--- config.mk ---
export PLATFORM = sky130hd
export DESIGN_NAME = fetch_unit
export DESIGN_NICKNAME = d
export VERILOG_FILES = /design/src/rtl/cpu_defs.sv /design/src/rtl/vDFF_w_Load.sv /design/src/rtl/fetch_unit.sv
export SDC_FILE = /design/constraint.sdc
export NUM_CORES = 1
export LEC_CHECK = 0
export BUFFER_PORTS_ARGS = -buffer_cell sky130_fd_sc_hd__buf_2
export CORE_MARGIN = 8
export CORE_UTILIZATION = 48
export CTS_CLUSTER_DIAMETER = 30
export DETAILED_ROUTE_END_ITERATION = 8
export HOLD_SLACK_MARGIN = 0.06
export PLACE_DENSITY_LB_ADDON = 0.12
export SLEW_MARGIN = 20
export SYNTH_ARGS = -nofsm -noshare
export SYNTH_HDL_FRONTEND = slang
export SYNTH_SLANG_ARGS = --single-unit
--- constraint.sdc ---
create_clock -name clk -period 2.6 [get_ports clk]
set_clock_uncertainty 0.1 [all_clocks]
set_input_delay 0.26 -clock clk [delete_from_list [all_inputs] [get_ports clk]]
set_output_delay 0.26 -clock clk [all_outputs]
set_load 0.02 [all_outputs]
--- src/rtl/cpu_defs.sv ---
// Shared CPU encodings: memory commands, branch modes and fetch-unit states.
package cpu_defs;

  localparam logic [1:0] MNONE  = 2'b00;
  localparam logic [1:0] MREAD  = 2'b01;
  localparam logic [1:0] MWRITE = 2'b10;

  localparam logic BR_REL = 1'b0;
  localparam logic BR_ABS = 1'b1;

  typedef enum logic [1:0] {
    S_RST   = 2'b00,
    S_FETCH = 2'b01,
    S_EXEC  = 2'b10,
    S_HALT  = 2'b11
  } fetch_state_e;

endpackage

--- src/rtl/vDFF_w_Load.sv ---
// Load-enabled register: captures din on a rising edge when load is high.
module vDFF_w_Load #(
  parameter int unsigned Width = 1
) (
  input  logic             clk,
  input  logic             load,
  input  logic [Width-1:0] din,
  output logic [Width-1:0] dout
);

  logic [Width-1:0] q_d, q_q;

  // Hold unless loading.
  always_comb begin
    q_d = q_q;
    if (load) q_d = din;
  end

  // Storage flop.
  always_ff @(posedge clk) begin
    q_q <= q_d;
  end

  assign dout = q_q;

endmodule

--- src/rtl/fetch_unit.sv ---
// Instruction fetch and memory-address unit: owns PC, IR and the data-address
// register, sequences fetch/execute/halt and drives the single memory port.
module fetch_unit
  import cpu_defs::*;
#(
  parameter int unsigned        ADDR_W   = 9,
  parameter int unsigned        DATA_W   = 16,
  parameter logic [ADDR_W-1:0]  RESET_PC = '0
) (
  input  logic              clk,
  input  logic              reset,
  output logic [1:0]        mem_cmd,
  output logic [ADDR_W-1:0] mem_addr,
  input  logic [DATA_W-1:0] mem_rdata,
  input  logic              mem_ready,
  output logic [DATA_W-1:0] ir,
  output logic              ir_valid,
  input  logic [1:0]        ex_mem_cmd,
  input  logic              ex_addr_load,
  input  logic [ADDR_W-1:0] ex_addr,
  output logic              ex_mem_ready,
  input  logic              ex_done,
  input  logic              br_take,
  input  logic              br_mode,
  input  logic [ADDR_W-1:0] br_offset,
  input  logic [ADDR_W-1:0] br_target,
  input  logic              halt,
  output logic [ADDR_W-1:0] pc,
  output logic [ADDR_W-1:0] link_pc,
  output logic              halted
);

  fetch_state_e state_d, state_q;

  logic              pc_load, ir_load, dar_load;
  logic [ADDR_W-1:0] pc_in, dar_in, dar;
  logic [DATA_W-1:0] ir_in;

  // Reset is folded into the load path so the plain load registers can be reused.
  vDFF_w_Load #(.Width(ADDR_W)) u_pc_reg (
    .clk  (clk),
    .load (pc_load),
    .din  (pc_in),
    .dout (pc)
  );

  vDFF_w_Load #(.Width(DATA_W)) u_ir_reg (
    .clk  (clk),
    .load (ir_load),
    .din  (ir_in),
    .dout (ir)
  );

  vDFF_w_Load #(.Width(ADDR_W)) u_dar_reg (
    .clk  (clk),
    .load (dar_load),
    .din  (dar_in),
    .dout (dar)
  );

  // State register.
  always_ff @(posedge clk) begin
    state_q <= state_d;
  end

  // Next state plus register load controls; halt outranks a branch at ex_done.
  always_comb begin
    state_d  = state_q;
    pc_load  = 1'b0;
    pc_in    = pc;
    ir_load  = 1'b0;
    ir_in    = mem_rdata;
    dar_load = 1'b0;
    dar_in   = ex_addr;
    if (reset) begin
      state_d  = S_RST;
      pc_load  = 1'b1;
      pc_in    = RESET_PC;
      ir_load  = 1'b1;
      ir_in    = '0;
      dar_load = 1'b1;
      dar_in   = '0;
    end else begin
      unique case (state_q)
        S_RST: state_d = S_FETCH;
        S_FETCH: begin
          if (mem_ready) begin
            state_d = S_EXEC;
            ir_load = 1'b1;
            pc_load = 1'b1;
            pc_in   = pc + ADDR_W'(1);
          end
        end
        S_EXEC: begin
          dar_load = ex_addr_load;
          if (ex_done) begin
            if (halt) begin
              state_d = S_HALT;
            end else begin
              state_d = S_FETCH;
              if (br_take) begin
                pc_load = 1'b1;
                // pc already points past this instruction, so REL is relative to pc + 1.
                pc_in   = (br_mode == BR_ABS) ? br_target : pc + br_offset;
              end
            end
          end
        end
        S_HALT: state_d = S_HALT;
      endcase
    end
  end

  // Memory port and status outputs, combinational from state and registers.
  always_comb begin
    mem_cmd      = MNONE;
    mem_addr     = pc;
    ir_valid     = 1'b0;
    ex_mem_ready = 1'b0;
    halted       = 1'b0;
    unique case (state_q)
      S_RST: mem_cmd = MNONE;
      S_FETCH: begin
        mem_cmd  = MREAD;
        mem_addr = pc;
      end
      S_EXEC: begin
        ir_valid     = 1'b1;
        mem_addr     = dar;
        ex_mem_ready = mem_ready;
        // Completion suppresses any request; the 2'b11 encoding is not a command.
        if (!ex_done && (ex_mem_cmd != 2'b11)) mem_cmd = ex_mem_cmd;
      end
      S_HALT: halted = 1'b1;
    endcase
  end

  assign link_pc = pc;

endmodule
**Word-level counts from Yosys, hierarchy flattened**

Index checks and enable logic that the tools add are counted.
W data, S select, Z words.

- Reduce and logical (&&, ||, !) cells: 6
- Equal/unequal tests: 10
- Muxes and demuxes: 26
- Add/subtract/negate cells: 2

Operators by type and width:

| cell | number |
|---|---|
| $mux W9 | 6 |
| $pmux W9 S2 | 1 |
| $mux W1 | 12 |
| $ne A3 B3 Y1 const B | 4 |
| $add A9 B1 Y9 const B | 1 |
| $add A9 B9 Y9 | 1 |
| $mux W2 | 4 |
| $pmux W2 S4 | 1 |
| $ne A2 B2 Y1 const B | 3 |
| $reduce_and A6 Y1 | 1 |
| $eq A2 B2 Y1 const B | 2 |
| $pmux W2 S2 | 1 |
| $reduce_bool A3 Y1 | 1 |
| $eq A2 B1 Y1 const B | 1 |
| $logic_not A2 Y1 | 1 |
| $pmux W1 S2 | 1 |
| $reduce_and A2 Y1 | 1 |
| $logic_and A1 B1 Y1 | 1 |
| $logic_not A1 Y1 | 1 |

- Register bits after elaboration: 36

**Longest topological paths before layout**

Gate-level depths: netlist (run 1).

- Depth in word-level cells: 6
- Gate-level depth with buffers: 8

**Modules after synthesis**

Synthesis (run 1) repeated with hierarchy kept, for this count alone.

- Cell total of the unflattened synthesis: 243
- Area total of the unflattened synthesis: 2486.1 µm²

By module, submodules not included:

| module | times used | sequential area each (µm²) | cells an instance | area each (µm²) |
|---|---|---|---|---|
| fetch_unit | 1 | 40.0 | 209 | 1465.2 |
| vDFF_w_Load (u_dar_reg ...) | 2 | 270.3 | 9 | 270.3 |
| vDFF_w_Load (u_ir_reg) | 1 | 480.5 | 16 | 480.5 |

**Least setup slack after synthesis (run 1)**

No wires, ideal clock.

- Path kind: reg2reg
- Start: register u_pc_reg.q_q[0] (netlist: u_pc_reg.dout[0])
- End: register u_pc_reg.q_q[4] (netlist: u_pc_reg.dout[4]), data pin
- Arrival: 2.088 ns
- Required time: 2.326 ns
- Path slack: 0.237 ns
- Cell stages (with the launch flop): 9
- Cells stage by stage: edfxtp_1 > ha_1 > inv_1 > fa_1 > nor2b_4 > o21a_1 > nor3_1 > or3b_1 > a311oi_1

- Longest elaborated chain between the ends: 6

RTL lines:

| item | RTL line | RTL |
|---|---|---|
| from (decl) | vDFF_w_Load.sv:11 | `logic [Width-1:0] q_d, q_q;` |
| from (signal assigned) | vDFF_w_Load.sv:21 | `q_q <= q_d;` |
| $add A9 B9 Y9 | fetch_unit.sv:104 | `pc_in = (br_mode == BR_ABS) ? br_target : pc + br_offset;` |
| $mux W9 | fetch_unit.sv:104 |  |
| $mux W9 | fetch_unit.sv:101 | `if (br_take) begin` |
| $mux W9 | fetch_unit.sv:97 | `if (halt) begin` |
| $mux W9 | fetch_unit.sv:96 | `if (ex_done) begin` |
| $pmux W9 S2 * | fetch_unit.sv:84 | `unique case (state_q)` |

Mark *: on every way between the ends. The rest lies on a longest branch, timed or not. The select of a mux whose other input is x is not followed.
A chain may end at the register's enable or synchronous reset.

**Worst setup path after layout (run 1)**

- Start: register u_pc_reg.q_q[1] (netlist: u_pc_reg.dout[1])
- End: register u_pc_reg.q_q[5] (netlist: u_pc_reg.dout[5]), data pin

The elaborated chain is that of the path after synthesis.

==> results of run 1 <==
area by class of cell:
| cell class | instances | area (µm²) |
|---|---|---|
| clock inverter | 3 | 18.8 |
| tap | 54 | 67.6 |
| clock buffer | 5 | 68.8 |
| multi-input combinational | 148 | 1070 |
| sequential | 36 | 1060 |
| fill | 422 | 1790 |
| timing repair buffer | 107 | 553 |
| inverter | 10 | 37.5 |
registers in the layout (all words and copies together) (netlist names):
signal and flops:
state_q 2, u_dar_reg.dout 9, u_ir_reg.dout 16, u_pc_reg.dout 9
cells by family after synthesis:
logic type / share of synthesized area
adder cells (fa/ha/maj): 0.0802
AND/OR/NAND/NOR: 0.166
multiplexers: 0.0395
AO/OA/AOI/OAI: 0.140
buffers and inverters: 0.0659
XOR/XNOR: 0.0423
flip-flops: 0.466
power groups by stage:
stage          logic [µW]  registers, µW  clock network [µW]
6_report              813            774                 395
5_1_grt               894            784                 423
4_1_cts               819            774                 409
3_5_place_dp          815            787                   0
3_3_place_gp          813            782                   0
2_1_floorplan         509            860                   0
layer usage:
metal,vias to the layer above,global-route usage,part of all wire,routed length [µm]
li1,951,-,-,-
met4,0,0.0437,0.0079,45
met3,4,0.0618,0.087,495
met5,-,0,0,0
met2,74,0.263,0.48,2760
met1,860,0.185,0.42,2390
final timing paths:
kind,startpoint,endpoint,cells past startpoint
worst max-delay path,u_pc_reg.dout[1],u_pc_reg.dout[5],6
worst min-delay path,mem_rdata[15],u_ir_reg.dout[15],2
worst max register to register,u_pc_reg.dout[1],u_pc_reg.dout[5],6
worst min register to register,state_q[1],state_q[1],1
cells in the mapped netlist, drive strengths merged, types with 3 or more instances:
master | n | area share
o21ai | 7 | 0.015
nand2 | 10 | 0.016
nor2b | 29 | 0.083
nor3 | 5 | 0.011
edfxtp | 34 | 0.45
xor2 | 7 | 0.027
mux2 | 8 | 0.040
ha | 13 | 0.071
a21o | 3 | 0.0099
clkbuf | 7 | 0.012
a21oi | 12 | 0.026
inv | 10 | 0.016
a211oi | 9 | 0.030
buf | 12 | 0.038
nor2 | 14 | 0.023
xnor2 | 4 | 0.015
cells in the final DEF (no fill, tap or decap), types with 8 or more instances in the layout:
cell type / instances
buf_2: 100
edfxtp_1: 34
nor2b_1: 28
nor2_1: 14
ha_1: 13
a21oi_1: 12
inv_1: 10
nand2_1: 10
a211oi_1: 9
mux2_2: 8
worst max-delay path: stages (launching register included):
cell      delay [ps]
edfxtp_1         470
ha_1             330
a211oi_1         240
nor2_1           120
or4_2            550
a21oi_1          160
o32ai_1           80
metrics by stage:
stage / hold WS, ps / setup WS, ps / utilization / area [µm²] / power (µW)
after detailed placement: 443 / 299 / 0.598 / 2790 / 1600
after floorplan: 369 / 237 / - / 2280 / 1370
final: 160 / 286 / 0.617 / 2870 / 1980
after global routing: 153 / 123 / 0.617 / 2870 / 2100
after CTS: 151 / 282 / 0.617 / 2870 / 2000
after global placement: 433 / 339 / 0.598 / 2790 / 1590
==> results.json, run 1 <==
{
  "core_area_mm2": 0.00466,
  "async_flop_share": 0,
  "cts-resized-gates": 0,
  "maxCapViolCount": 0,
  "synthesis.area_mm2": 0.00228,
  "hp-class": "input pin to flip-flop",
  "power_frac_comb": 0.410,
  "status": "completed",
  "cts_made_buffers": 5,
  "start_util": 0.489,
  "via_per_inst": 5.20,
  "synthCells": 213,
  "firstDrtPassIters": 4,
  "worst-endpoint-arrival_ps": 2240,
  "cp.required_ps": 2530,
  "rsz0062_at_grt": "no",
  "yosys_warnings": 0,
  "nets": 375,
  "clkSinkCount": 36,
  "post_cts_buffers": 0,
  "dp.cells": 355,
  "diodes": 0,
  "antenna_found_initial": 0,
  "grt_pass1_vias": 1916,
  "p_clk_frac": 0.199,
  "globalplace.congestion": 0.776,
  "seq_power_share": 0.391,
  "crit_fanout": 7,
  "hpwl_um": 4410,
  "synth_fp_nets": 280,
  "placementRows": 25,
  "clk_latency_ps": 280,
  "dieArea_mm2": 0.00721,
  "relSlewSlack": 0.478,
  "cts_tree": "built",
  "tightest_slew_ps": 783,
  "worstSetupStartpointType": "flip-flop",
  "instances_no_fill": 363,
  "fin_crit_ps": 2310,
  "hold_viol": 0,
  "overflow": 0,
  "period_share": 0.890,
  "die_x_um": 84.9,
  "grt_pass1_wl_um": 9190,
  "synthFlopType": "edfxtp_1",
  "htree_levels": 2,
  "synth.avg_cell_area_um2": 10.7,
  "cts_root_buffer": "clkbuf_8",
  "setup_viol": 0,
  "r2r_slack_ps": 290,
  "hold_buffers": 0,
  "maxSlewViolCount": 0,
  "path_clk_slew_ps": 80,
  "ir_drop_uv": 354,
  "leakagePower_uw": 0.00133,
  "grtUsageTotal": 0.158,
  "drt_iter0_drc": 156,
  "fin_setup_tns_ps": 0,
  "crit_type": "flip-flop to flip-flop",
  "cellInternalPower_uw": 1230,
  "synth-seq-cells": 36,
  "post_drt_wl_per_cell_um": 15.7,
  "grt_max_degree": 31,
  "fmax_ghz": 0.432,
  "ys_seq_area_frac": 0.466,
  "routed_wl_um": 5690,
  "vias": 1889,
  "synth-edff-count": 34,
  "power.switching_uw": 748,
  "die_h_um": 84.9,
  "sw_frac_of_total": 0.377,
  "cp-end-kind": "flip-flop",
  "clock_path_buffers": 2,
  "num_io_pins": 101,
  "power_density_mw_per_mm2": 690,
  "area_growth_pct": 26.1,
  "port_buffers": 100,
  "drive_above_1_share": 0.414,
  "ant_nets": 0,
  "synthDistinctLibCells": 43,
  "post-route-drc-count": 0
}
No activity file was read; power rests on OpenSTA's default activity.
==> inputs of run 2 (changes only) <==
Settings changed: MAX_ROUTING_LAYER set to met4, SLEW_MARGIN 20 to not set.
==> results.json, run 2 (same netlist as run 1, synthesis figures left out) <==
{
  "die_h_um": 84.9,
  "rsz0062_at_grt": "no",
  "num_io_pins": 101,
  "path_cells": "ha_1 > a211oi_1 > nor2_1 > or4_2 > a21oi_1 > o32ai_1",
  "start_util": 0.489,
  "area_growth_pct": 26.1,
  "fin_crit_ps": 2310,
  "globalplace.congestion": 0.787,
  "htree_levels": 2,
  "crit_type": "flip-flop to flip-flop",
  "grt_pass1_vias": 1921,
  "slowest_delay_ps": 550,
  "largest_register_ff_count": 16,
  "nets": 375,
  "dr_wl_met2_um": 2760,
  "dpl-instance-area_mm2": 0.00279,
  "fmax_ghz": 0.433,
  "cp.required_ps": 2530,
  "ir_drop_uv": 355,
  "worstSetupStartpointType": "flip-flop",
  "diodes": 0,
  "routed_wl_um": 5690,
  "mostFrequentLayoutCells": "buf_2 (100), edfxtp_1 (34), nor2b_1 (28)",
  "layout.cells.most_common": "buf_2",
  "port_buffers": 100,
  "fin_setup_tns_ps": 0,
  "hpwl_um": 4410,
  "maxSlewViolCount": 0,
  "firstDrtPassIters": 4,
  "path_buf_inv": 0,
  "crit_fanout": 7,
  "hp-class": "input pin to flip-flop",
  "clock_path_buffers": 2,
  "antenna_found_initial": 0,
  "dieArea_mm2": 0.00721,
  "cp_top_family": "simple AND/OR/NAND/NOR gates",
  "post_cts_buffers": 0,
  "fill_cells": 422,
  "setup_ws_ps": 288,
  "dp_slack_ps": 299,
  "fin_area_mm2": 0.00287,
  "wl_met3_um": 359,
  "ant_nets": 0,
  "post_drt_wl_per_cell_um": 15.7,
  "via_per_inst": 5.20,
  "wl_met1_um": 2490,
  "top_layer": "met4",
  "status": "completed",
  "clk_latency_ps": 280,
  "tightest_slew_ps": 762,
  "vias": 1886,
  "maxCapViolCount": 0,
  "placementRows": 25,
  "cts_root_buffer": "clkbuf_8",
  "grt_max_degree": 31,
  "cts-resized-gates": 0,
  "post-route-drc-count": 0,
  "grt_pass1_wl_um": 9180,
  "hold_viol": 0,
  "clkSinkCount": 36,
  "period_share": 0.889,
  "cts_tree": "built",
  "overflow": 0,
  "path_clk_slew_ps": 80,
  "leakagePower_uw": 0.00133,
  "core_area_mm2": 0.00466,
  "grtUsageTotal": 0.163,
  "worst-endpoint-arrival_ps": 2240,
  "cp-end-kind": "flip-flop",
  "slowest_stage": "or4_2",
  "drive_above_1_share": 0.414,
  "hold_buffers": 0,
  "setup_viol": 0,
  "die_x_um": 84.9,
  "final_core_util": 0.617,
  "cts_made_buffers": 5,
  "drt_iter0_drc": 156,
  "relSlewSlack": 0.492,
  "power_density_mw_per_mm2": 690
}
run 2: per-layer routing:
metal,GRT usage,up-vias
met5,-,-
met1,0.194,860
met3,0.0454,7
met4,0.0437,0
met2,0.263,69
li1,-,950
run 2: through the flow:
| stage | total power, µW | cells | hold WS [ps] |
|---|---|---|---|
| floorplan | 1370 | 213 | 369 |
| global placement | 1590 | 355 | 433 |
| detailed placement | 1600 | 355 | 443 |
| CTS | 2000 | 363 | 151 |
| global route | 2100 | 363 | 153 |
| finish | 1980 | 363 | 160 |
run 2: worst reg2reg max path: cells and delay by family (launching register included):
| family | cells | cell delay (ps) |
|---|---|---|
| fa+ha+maj | 1 | 330 |
| simple gates | 2 | 670 |
| compound gates | 3 | 490 |
| flops | 1 | 470 |
run 2: path summary, 6_finish.rpt:
check / slack (ps) / cells past startpoint / end / from
hold reg to reg: 450 / 1 / state_q[1] / state_q[1]
setup / recovery: 290 / 6 / u_pc_reg.dout[5] / u_pc_reg.dout[1]
setup reg to reg: 290 / 6 / u_pc_reg.dout[5] / u_pc_reg.dout[1]
hold / removal: 160 / 2 / u_ir_reg.dout[15] / mem_rdata[15]
run 2: cell type report:
| class | count | area [µm²] | share of cell area |
|---|---|---|---|
| clock inverter | 3 | 18.8 | 0.00653 |
| tap | 54 | 67.6 | 0.0235 |
| timing repair buffer | 107 | 553 | 0.192 |
| clock buffer | 5 | 68.8 | 0.0239 |
| multi-input combinational | 148 | 1070 | 0.371 |
| inverter | 10 | 37.5 | 0.0131 |
| sequential | 36 | 1060 | 0.369 |
run 2: power by group:
group	leakage [µW]	switching [µW]	internal [µW]	total (µW)
combinational	0.000913	493	321	814
clock	0.0000479	210	187	397
sequential	0.000367	47.7	726	774
total	0.00133	750	1230	1980
